===== src/rtl/rvvi_retire_sequencer.sv =====
// Collects retire/trap records into per-hart retirement slots and emits a
// bundle on EOL. Ports: in_* record stream, out_* flattened bundle, err.
module rvvi_retire_sequencer #(
  parameter int NHART  = 1,
  parameter int RETIRE = 2,
  parameter int XLEN   = 64,
  parameter int ILEN   = 32,
  parameter int ORDERW = 64
) (
  input  logic                             clk,
  input  logic                             rst_n,
  input  logic                             in_valid,
  output logic                             in_ready,
  input  logic [2:0]                       in_kind,
  input  logic [63:0]                      in_data,
  input  logic [ILEN-1:0]                  in_insn,
  output logic                             out_strobe,
  input  logic                             out_ack,
  output logic [NHART*RETIRE-1:0]          out_valid,
  output logic [NHART*RETIRE-1:0]          out_trap,
  output logic [NHART*RETIRE*XLEN-1:0]     out_pc,
  output logic [NHART*RETIRE*ILEN-1:0]     out_insn,
  output logic [NHART*RETIRE*ORDERW-1:0]   out_order,
  output logic                             err,
  output logic [1:0]                       err_code
);

  localparam int NS = NHART * RETIRE;
  localparam int HW = (NHART > 1) ? $clog2(NHART) : 1;

  localparam logic [2:0] K_RET   = 3'd0;
  localparam logic [2:0] K_TRAP  = 3'd1;
  localparam logic [2:0] K_HART  = 3'd2;
  localparam logic [2:0] K_ISSUE = 3'd3;
  localparam logic [2:0] K_ORDER = 3'd4;
  localparam logic [2:0] K_EOL   = 3'd5;

  typedef enum logic {ACCUM, EMIT} state_t;

  state_t            state;
  logic [HW-1:0]     cur_hart;
  logic [31:0]       slot;
  logic              ainc;
  logic [ORDERW-1:0] order_q [NHART];

  logic              xfer;
  logic              is_rec;
  logic [31:0]       s;
  logic [31:0]       idx;
  logic              in_rng;
  logic              hit;
  logic              hart_ok;
  logic [ORDERW-1:0] cur_ord;
  logic [1:0]        ecode;

  assign in_ready   = (state == ACCUM);
  assign out_strobe = (state == EMIT);
  assign xfer       = in_valid && in_ready;
  assign is_rec     = (in_kind == K_RET) || (in_kind == K_TRAP);
  assign s          = slot + {31'b0, ainc};
  assign in_rng     = s < 32'(RETIRE);
  assign idx        = 32'(cur_hart) * 32'(RETIRE) + s;
  assign hart_ok    = in_data < 64'(NHART);

  // Loops instead of variable indexing keep every select in range.
  always_comb begin
    cur_ord = '0;
    for (int h = 0; h < NHART; h++)
      if (cur_hart == HW'(h)) cur_ord = order_q[h];
  end

  always_comb begin
    hit = 1'b0;
    for (int i = 0; i < NS; i++)
      if (in_rng && idx == 32'(i)) hit = out_valid[i];
  end

  always_comb begin
    ecode = 2'd0;
    case (in_kind)
      K_RET, K_TRAP: begin
        if (!in_rng)  ecode = 2'd2;
        else if (hit) ecode = 2'd1;
      end
      K_HART:  if (!hart_ok) ecode = 2'd3;
      K_ISSUE, K_ORDER, K_EOL: ecode = 2'd0;
      default: ecode = 2'd3;
    endcase
  end

  always_ff @(posedge clk or negedge rst_n) begin
    if (!rst_n) begin
      state     <= ACCUM;
      cur_hart  <= '0;
      slot      <= '0;
      ainc      <= 1'b0;
      err       <= 1'b0;
      err_code  <= 2'd0;
      out_valid <= '0;
      out_trap  <= '0;
      out_pc    <= '0;
      out_insn  <= '0;
      out_order <= '0;
      for (int h = 0; h < NHART; h++)
        order_q[h] <= '0;
    end else begin
      if (xfer && ecode != 2'd0 && !err) begin
        err      <= 1'b1;
        err_code <= ecode;
      end
      case (state)
        ACCUM: begin
          if (xfer) begin
            case (in_kind)
              K_HART: begin
                if (hart_ok) begin
                  cur_hart <= HW'(in_data);
                  slot     <= '0;
                  ainc     <= 1'b0;
                end
              end
              K_ISSUE: begin
                slot <= in_data[31:0];
                ainc <= 1'b0;
              end
              K_ORDER: begin
                for (int h = 0; h < NHART; h++)
                  if (cur_hart == HW'(h))
                    order_q[h] <= ORDERW'(in_data);
              end
              K_RET, K_TRAP: begin
                slot <= s;
                ainc <= 1'b1;
                // Dropped records still consume an order number.
                for (int h = 0; h < NHART; h++)
                  if (cur_hart == HW'(h))
                    order_q[h] <= order_q[h] + ORDERW'(1);
                if (ecode == 2'd0) begin
                  for (int i = 0; i < NS; i++) begin
                    if (idx == 32'(i)) begin
                      out_valid[i] <= 1'b1;
                      out_trap[i]  <= (in_kind == K_TRAP);
                      out_pc[i*XLEN +: XLEN]       <= XLEN'(in_data);
                      out_insn[i*ILEN +: ILEN]     <= in_insn;
                      out_order[i*ORDERW +: ORDERW] <= cur_ord;
                    end
                  end
                end
              end
              K_EOL: begin
                slot <= '0;
                ainc <= 1'b0;
                if (|out_valid) state <= EMIT;
              end
              default: ;
            endcase
          end
        end
        EMIT: begin
          if (out_ack) begin
            out_valid <= '0;
            state     <= ACCUM;
          end
        end
        default: state <= ACCUM;
      endcase
    end
  end

  logic unused;
  assign unused = is_rec;

endmodule


===== config.mk =====
export PLATFORM = sky130hd
export DESIGN_NAME = rvvi_retire_sequencer
export DESIGN_NICKNAME = d
export VERILOG_FILES = /design/src/rtl/rvvi_retire_sequencer.sv
export SDC_FILE = /design/constraint.sdc
export NUM_CORES = 1
export LEC_CHECK = 0
export BUFFER_PORTS_ARGS = -buffer_cell sky130_fd_sc_hd__buf_4
export CORE_ASPECT_RATIO = 0.7
export CORE_UTILIZATION = 50
export CTS_CLUSTER_DIAMETER = 50
export DETAILED_ROUTE_END_ITERATION = 10
export GPL_ROUTABILITY_DRIVEN = 0
export GPL_TIMING_DRIVEN = 0
export MAX_ROUTING_LAYER = met4
export PLACE_DENSITY = 0.77
export SLEW_MARGIN = 20
export SYNTH_ARGS = -nofsm -noshare
export SYNTH_HDL_FRONTEND = slang
export SYNTH_SLANG_ARGS = --single-unit

===== constraint.sdc =====
create_clock -name clk -period 4.1 [get_ports clk]
set_clock_uncertainty 0.15 [all_clocks]
set_input_delay 0.615 -clock clk [delete_from_list [all_inputs] [get_ports clk]]
set_output_delay 0.615 -clock clk [all_outputs]
set_load 0.01 [all_outputs]

==> summary by stage, run 1 <==
Power and ir drop
The internal power component is 7393 uW. The total design power is 10290 uW. The sequential share of power is 45.5%. Across the VDD grid, the largest voltage drop is 0.3723 mV. The power per standard cell area is 395.5 nW/um2. Of the total power, combinational logic draws 14.0%. The switching fraction of total power is 28.14%.

Summed over all nets, the switching power comes to 2895 uW. The leakage power summed over all cells is 0.01281 uW. The clock network is responsible for 40.6% of the overall power.

Critical path
STA classifies the critical path startpoint as a flop. The critical-path maximum fanout is 10. The worst path required time is 4.38 ns. The critical path arrival is 4.33 ns. The critical path capture point type is a flop. The critical path start-end classification is flop to flop.

Synth
In the post-synthesis netlist, the biggest area contributors are sky130_fd_sc_hd__dfrtp_1, sky130_fd_sc_hd__mux2_2, sky130_fd_sc_hd__mux2_1. The share of flip-flops with an asynchronous set or reset is 100.0%. Of the total synthesized cell area, the portion taken by XOR and XNOR cells is 1.099%.

The sequential cell area fraction in the yosys report is 53.82%. Synthesis produced a netlist whose cell count is 1732. The cell type contributing the most total cell area after synthesis is sky130_fd_sc_hd__dfrtp_1. The adder and majority gate portion of the synthesized area is 0.3159%.

The synthesized design devotes to its leading area cell type 53.82% of total area. Summing the areas of all compound-gate instances in the mapped netlist gives 10.49% of the synthesized area. The unique cell type count in the Yosys netlist is 75. The number of nets handed over by synthesis was 1840. The number of storage elements in the synthesis netlist is 426. In the synthesized netlist, mux cells make up 18.62% of the area. In the synthesized netlist the dominant register cell turns out to be sky130_fd_sc_hd__dfrtp_1.

For this run, the number of Yosys warnings is 0. A synthesized cell averages 11.44 um2. The commonest cells after synthesis are sky130_fd_sc_hd__dfrtp_1, sky130_fd_sc_hd__mux2_2, sky130_fd_sc_hd__a21oi_1. By area, the combinational part of the netlist is dominated by multiplexers. The number of enable flip-flop cells after synthesis is 0.

The area share of and/or/nand/nor cells after synthesis is 12.44%. sky130_fd_sc_hd__dfrtp_1 is the most common cell in the netlist. The synthesized netlist occupies a cell area of 19810 um2.

Layout
The footprint of the flip-flops and latches is 10670 um2. In the final layout, the multi-input gates occupy 8838 um2. The fill cell total of the finished layout is 2909. The growth of design area from synthesis to finish is 31.32%. The final-stage net count is 2343. Of the cells placed in the final design, the portion with a size suffix greater than 1 is 38.64%.

Flow run
Across the run, the number of max-cap violations was 0.

Global routing
The remaining global-route overflow is 0. The total track usage is 34.83%. The number of global-route vias before repair is 16730. The initial antenna violation count is 0.

Entering global routing, the biggest net connects 95 pins. The global-route wire length before repair is 103200 um.

CTS
The clock tree synthesis step divided the H-tree into 2 levels. The number of buffers inserted during clock tree synthesis is 44. The tree is rooted in a sky130_fd_sc_hd__clkbuf_16. The clock-pin transition on the worst setup and hold timing paths is 0.07 ns. The longest clock path from root to sink contains 3 buffers. The later pin in the worst-skew pair is clocked with a latency of 0.58 ns. The number of clock sinks is 426. The clock tree from TritonCTS is done.

Placement
The count of buffers inserted at the top-level ports is 429. The estimated wirelength of the detail-placed design is 50360 um. The worst slack after detailed placement is -1.050 ns.

STA
Measured against its own limit, the worst slew margin works out to 31.35%. The minimum period implied by the final worst setup slack is 4.048 ns. The final critical-path share of the clock period is 98.73%. The count of final max-slew check failures was 0. The number of setup violations in the final report is 0. Static timing analysis puts the maximum clock frequency at 0.2470 GHz. For the pin with the worst max-slew slack, the measured transition is 1.020 ns. The final hold violation count is 0.

Across all setup checks in the final design, the least slack found is 0.05220 ns. Setup repair after global routing could not meet its margin everywhere.

Detailed routing
In the final routed layout, each cell accounts on average for 24.88 um. In this run, the number of DRC markers left after iteration 0 of detailed routing was 2166. Before antenna repair, the detailed router went through 8 iterations. The number of remaining DRC errors is 0. The via count is 17270. The total length of routed wires is 69550 um.

After detailed routing, the number of vias per cell comes to 6.179. The detail route stage leaves a number of antenna-violating nets equal to 0.

Die
The die height is 168.5 um. 432 I/O pins were placed. Measured along the x axis, the die boundary spans 239.9 um. The starting utilization of the core area is 51.13%. The die footprint is 40430 um2. The row count is 60. The total area inside the core boundary comes to 38740 um2.

Outcome
The run finished with clean final reports.

Worst hold path
The min-delay analysis places its worst path in the category input pin to flop.
-- state kept, by name, indices dropped and copies added, names as in the netlist --
signal,count
err,1
err_code,2
out_insn,64
ainc,1
order_q,64
out_order,128
out_trap,2
out_strobe,1
out_valid,2
out_pc,128
cur_hart,1
slot,32
-- area by class of cell --
type / instances / share of cell area (%)
flip-flops and latches: 426 / 41.00
multi-input cells: 1171 / 33.98
diodes: 1 / 0.009621
well taps: 527 / 2.535
inverters: 22 / 0.3175
clock buffers: 57 / 4.690
clock inverters: 21 / 1.029
plain buffers: 109 / 2.550
repair buffers: 461 / 13.88
-- power groups by stage --
stage | clock (uW) | combinational, uW | sequential [uW]
CTS | 4200 | 1360 | 4640
floorplan | 0 | 723 | 4650
finish | 4170 | 1440 | 4680
global route | 4370 | 1540 | 4700
detailed placement | 0 | 1300 | 4710
global placement | 0 | 1240 | 4700
-- layer usage --
| layer | track usage [%] | vias to the layer above | share of wire (%) |
|---|---|---|---|
| met1 | 47.70 | 8521 | 41 |
| met2 | 49.55 | 1175 | 43 |
| li1 | - | 7331 | - |
| met3 | 10.32 | 244 | 12 |
| met4 | 11.46 | 0 | 4.0 |
| met5 | - | - | 0 |
-- cell families after synthesis --
logic type | Yosys count
fa+ha+maj | 5
buf+inv | 135
compound gates | 339
mux | 328
flops | 426
simple gates | 475
xor+xnor | 24
-- stage by stage --
step	cell area (um2)	hold WS (ns)	util, %	setup TNS (ns)	cells
6_report	26010	0.1054	67.14	0	2795
5_1_grt	26010	0.09125	67.14	-4.884	2794
4_1_cts	25710	0.09713	66.36	0	2787
3_5_place_dp	23840	0.3234	61.55	-288.61	2694
3_3_place_gp	23690	0.3171	61.15	-1117.83	2688
2_1_floorplan	19810	0.1694	-	0	1732
-- worst paths after layout --
check | start | end | slack, ns | cells past startpoint
max | slot[0] | out_insn[15] | 0.05 | 16
min | in_insn[7] | out_insn[39] | 0.11 | 2
max reg2reg | slot[0] | out_insn[15] | 0.05 | 16
min reg2reg | out_order[93] | out_order[93] | 0.34 | 1
max in group asynchronous | rst_n | out_order[126] | 1.86 | 5
min in group asynchronous | rst_n | out_pc[84] | 0.39 | 2
-- cell usage in the layout, fill, tap and decap left out, types with 7 or more instances in the layout --
cell type,instances
sky130_fd_sc_hd__o211ai_1,7
sky130_fd_sc_hd__buf_4,456
sky130_fd_sc_hd__clkbuf_16,44
sky130_fd_sc_hd__or3_1,9
sky130_fd_sc_hd__buf_6,14
sky130_fd_sc_hd__clkinv_2,8
sky130_fd_sc_hd__nor2b_1,61
sky130_fd_sc_hd__nand4_1,28
sky130_fd_sc_hd__o31ai_1,8
sky130_fd_sc_hd__a221o_1,8
sky130_fd_sc_hd__clkbuf_8,9
sky130_fd_sc_hd__inv_1,22
sky130_fd_sc_hd__buf_2,9
sky130_fd_sc_hd__a21oi_1,124
sky130_fd_sc_hd__nor4_1,22
sky130_fd_sc_hd__and3_1,21
sky130_fd_sc_hd__o21ai_0,77
sky130_fd_sc_hd__dfrtp_1,422
sky130_fd_sc_hd__a31oi_1,13
sky130_fd_sc_hd__mux2_1,79
sky130_fd_sc_hd__xor2_1,8
sky130_fd_sc_hd__nor3_1,16
sky130_fd_sc_hd__clkbuf_1,68
sky130_fd_sc_hd__and4_1,7
sky130_fd_sc_hd__o22ai_1,37
sky130_fd_sc_hd__xnor2_1,8
sky130_fd_sc_hd__nor2_1,99
sky130_fd_sc_hd__nand3_1,51
sky130_fd_sc_hd__a22oi_1,7
sky130_fd_sc_hd__mux2_2,244
sky130_fd_sc_hd__nand2_1,106
sky130_fd_sc_hd__clkbuf_4,8
-- critical path: stages (launching register included) --
cell and delay (ns):
sky130_fd_sc_hd__dfrtp_1 0.42, sky130_fd_sc_hd__ha_4 0.19, sky130_fd_sc_hd__ha_4 0.29, sky130_fd_sc_hd__ha_4 0.16
sky130_fd_sc_hd__and3_4 0.20, sky130_fd_sc_hd__nor4b_4 0.27, sky130_fd_sc_hd__a31oi_4 0.10, sky130_fd_sc_hd__nand3b_1 0.21
sky130_fd_sc_hd__xor2_1 0.17, sky130_fd_sc_hd__nor3_2 0.26, sky130_fd_sc_hd__nand4_1 0.11, sky130_fd_sc_hd__buf_4 0.18
sky130_fd_sc_hd__nor4b_2 0.24, sky130_fd_sc_hd__buf_4 0.26, sky130_fd_sc_hd__buf_12 0.19, sky130_fd_sc_hd__buf_12 0.16
sky130_fd_sc_hd__mux2_2 0.35
-- what timing repair did --
item | CTS | global route
setup endpoints to repair | 324 | 320
cloned | 1 | 0
endpoints found under the hold margin | 31 | 0
resized for setup | 45 | 59
buffers inserted | 14 | 10
pin swaps | 8 | 11
hold buffers | 1 | 0
Power figures use the tool's default switching activity.
==> run 2: changes to the inputs <==
- CTS_BUF_LIST: not set -> sky130_fd_sc_hd__clkbuf_8 sky130_fd_sc_hd__clkbuf_16
==> summary by stage, run 2 (synthesis gave the netlist of run 1 again) <==
Outcome
Result of the run: complete, but fails checks (was complete, no violations). The checks that failed: DRC.

Detailed routing
The average via count per standard cell came to 6.192 (was 6.179). The mean routed wirelength per cell was 24.85 um (was 24.88 um). The total length of routed wires is 69440 um (was 69550 um).

The number of remaining DRC errors is 1 (was 0). The remaining number of nets flagged by the antenna check after routing is 0 (unchanged). The first-pass iteration count of the detailed router came to 11 (was 8). The detailed router's first-iteration violation count was 2128 (was 2166). The via count is 17300 (was 17270).

Global routing
The remaining global-route overflow was 0 (unchanged). The number of global-route vias before repair is 16730 (unchanged). The total track usage is 34.83% (unchanged). The global-route wire length before repair is 103200 um (unchanged). The largest net degree at the start of global routing is 95 (unchanged). The initial antenna violation count is 0 (unchanged).

STA
The count of final max-slew check failures is 0 (unchanged). RSZ-0062 raised after global routing: true (unchanged). The minimum period implied by the final worst setup slack is 4.055 ns (was 4.048 ns). The post-route worst hold slack is 0.1067 ns (was 0.1054 ns). The transition time at the pin with the least slew margin is 1.023 ns (was 1.020 ns). The final critical-path share of the clock period is 98.89% (was 98.73%). The minimum setup slack in the final design was 0.04532 ns (was 0.05220 ns). The final hold violation count is 0 (unchanged).

The number of setup violations in the final report is 0 (unchanged). The fmax is 0.2466 GHz (was 0.2470 GHz). The final setup TNS was 0 ns (unchanged). The worst-case headroom to the max-slew limit was 31.19% (was 31.35%).

Layout
The final-stage net count is 2343 (unchanged). The cell area after layout is 26020 um2 (was 26010 um2). The growth of design area from synthesis to finish is 31.36% (was 31.32%). The leading cell type in the layout, fill and taps excluded is sky130_fd_sc_hd__buf_4 (unchanged). Most used cells in the layout excluding fill and tap cells: sky130_fd_sc_hd__buf_4, sky130_fd_sc_hd__dfrtp_1, sky130_fd_sc_hd__mux2_2 (unchanged). Top Registers: out_order: 128 flops, out_pc: 128 flops (unchanged).

The number of antenna diodes is 0 (was 1). The final instance count without filler cells is 2794 (was 2795). The fraction of layout instances using a drive strength above 1 is 38.64% (unchanged).

CTS
The number of clock sinks came to 426 (unchanged). The number of buffers inserted during clock tree synthesis is 44 (unchanged). The level count of the clock H-tree was 2 (unchanged). The clock tree from TritonCTS is done (unchanged). The clock-pin transition on the worst setup and hold timing paths is 0.06 ns (was 0.07 ns). The clock latency on the worst-skew pair is 0.57 ns (was 0.58 ns). The number of buffers between clock root and the deepest sink came to 3 (unchanged).

The cell chosen for the clock root is sky130_fd_sc_hd__clkbuf_16 (unchanged).

Critical path
The critical path start-end classification is flop to flop (unchanged). The startpoint type of the worst setup path is a flop (unchanged). The worst path required time is 4.38 ns (about the same). The critical-path maximum fanout is 10 (unchanged). The critical path arrival is 4.34 ns (was 4.33 ns). The critical path capture point type was a flop (unchanged).

Placement
The count of placed standard cells including taps is 2694 (unchanged). The worst slack after detailed placement is -1.050 ns (unchanged). The estimated wirelength of the detail-placed design is 50360 um (unchanged). The count of buffers inserted at the top-level ports is 429 (unchanged). The area of placed instances is 23840 um2 (unchanged).

Power and ir drop
The leakage power summed over all cells is 0.01284 uW (was 0.01281 uW). The power per standard cell area was 395.0 nW/um2 (was 395.5 nW/um2). The worst IR drop on VDD was 0.3719 mV (was 0.3723 mV).

Die
The die outline width is 239.9 um (unchanged). The starting utilization of the core area came to 51.13% (unchanged). The row count is 60 (unchanged). The count of pins on the block boundary came to 432 (unchanged). The die height is 168.5 um (unchanged). The die footprint was 40430 um2 (unchanged). The area of the placeable core is 38740 um2 (unchanged).

Flow run
The count of max-cap constraint violations is 0 (unchanged).

Worst hold path
The path type of the worst min-delay path is input pin to flop (unchanged).
==> run 2: changes by cell type in the layout (fill, tap and decap cells not counted) <==
cell and delta:
sky130_fd_sc_hd__clkbuf_1 -6, sky130_fd_sc_hd__inv_1 +6, sky130_fd_sc_hd__buf_2 -2, sky130_fd_sc_hd__clkbuf_4 +2
sky130_fd_sc_hd__buf_12 +1, sky130_fd_sc_hd__buf_8 -1, sky130_fd_sc_hd__diode_2 -1
==> run 2: final cells by class <==
class                      instances  area, um2
buffer                           109      673.1
clock buffer                      51       1197
clock inverter                    27      290.3
fill                            2909      12720
inverter                          22      82.58
multi-input combinational       1171       8838
sequential                       426      10670
tap                              527      659.4
timing repair buffer             461       3611
==> run 2: worst max-delay path: stages (launching register included) <==
cell,delay [ns]
sky130_fd_sc_hd__dfrtp_1,0.40
sky130_fd_sc_hd__ha_4,0.17
sky130_fd_sc_hd__clkbuf_8,0.18
sky130_fd_sc_hd__and2_1,0.16
sky130_fd_sc_hd__clkbuf_4,0.22
sky130_fd_sc_hd__nand4_1,0.18
sky130_fd_sc_hd__nor4_2,0.39
sky130_fd_sc_hd__xnor2_1,0.23
sky130_fd_sc_hd__o2111a_2,0.31
sky130_fd_sc_hd__nand4_1,0.21
sky130_fd_sc_hd__nor4_4,0.29
sky130_fd_sc_hd__buf_4,0.24
sky130_fd_sc_hd__buf_4,0.15
sky130_fd_sc_hd__buf_2,0.28
sky130_fd_sc_hd__mux2_2,0.37
==> run 2: per-layer routing <==
metal  vias to the layer above  routed length [um]  part of all wire, %  GRT usage, %
met1                      8566               28580                   41         47.70
met5                         -                   0                    0             -
met3                       248                8251                   12         10.32
li1                       7323                   -                    -             -
met2                      1163               29930                   43         49.55
met4                         0                2677                  3.9         11.46
==> run 2: what timing repair did <==
action | 4_1_cts | 5_1_grt
endpoints found under the hold margin | 31 | 0
buffers inserted | 14 | 10
gates resized for setup | 45 | 62
endpoints found under the setup margin | 324 | 320
hold buffers | 1 | 0
cloned | 1 | 0
pin swaps | 8 | 11
==> run 2: per-stage QoR <==
| stage | util (%) | total power (uW) |
|---|---|---|
| after floorplan | - | 5368 |
| after global placement | 61.15 | 5943 |
| after detailed placement | 61.55 | 6012 |
| after CTS | 66.36 | 10180 |
| after global routing | 67.16 | 10590 |
| final | 67.16 | 10280 |
==> run 2: final timing paths <==
path                          startpoint             end  slack [ns]  cells past startpoint
min reg2reg                out_order[93]   out_order[93]        0.34                      1
max                              slot[0]  out_order[127]        0.05                     14
min in group asynchronous          rst_n      out_pc[84]        0.39                      2
max in group asynchronous          rst_n  out_order[126]        1.86                      5
min                              out_ack      out_strobe        0.11                      2
max reg2reg                      slot[0]  out_order[127]        0.05                     14
==> run 2: report_power, final <==
part	total, uW	internal [uW]	switching, uW
logic	1440	556	881
registers	4680	4410	272
clock network	4160	2410	1750
total	10300	7380	2900
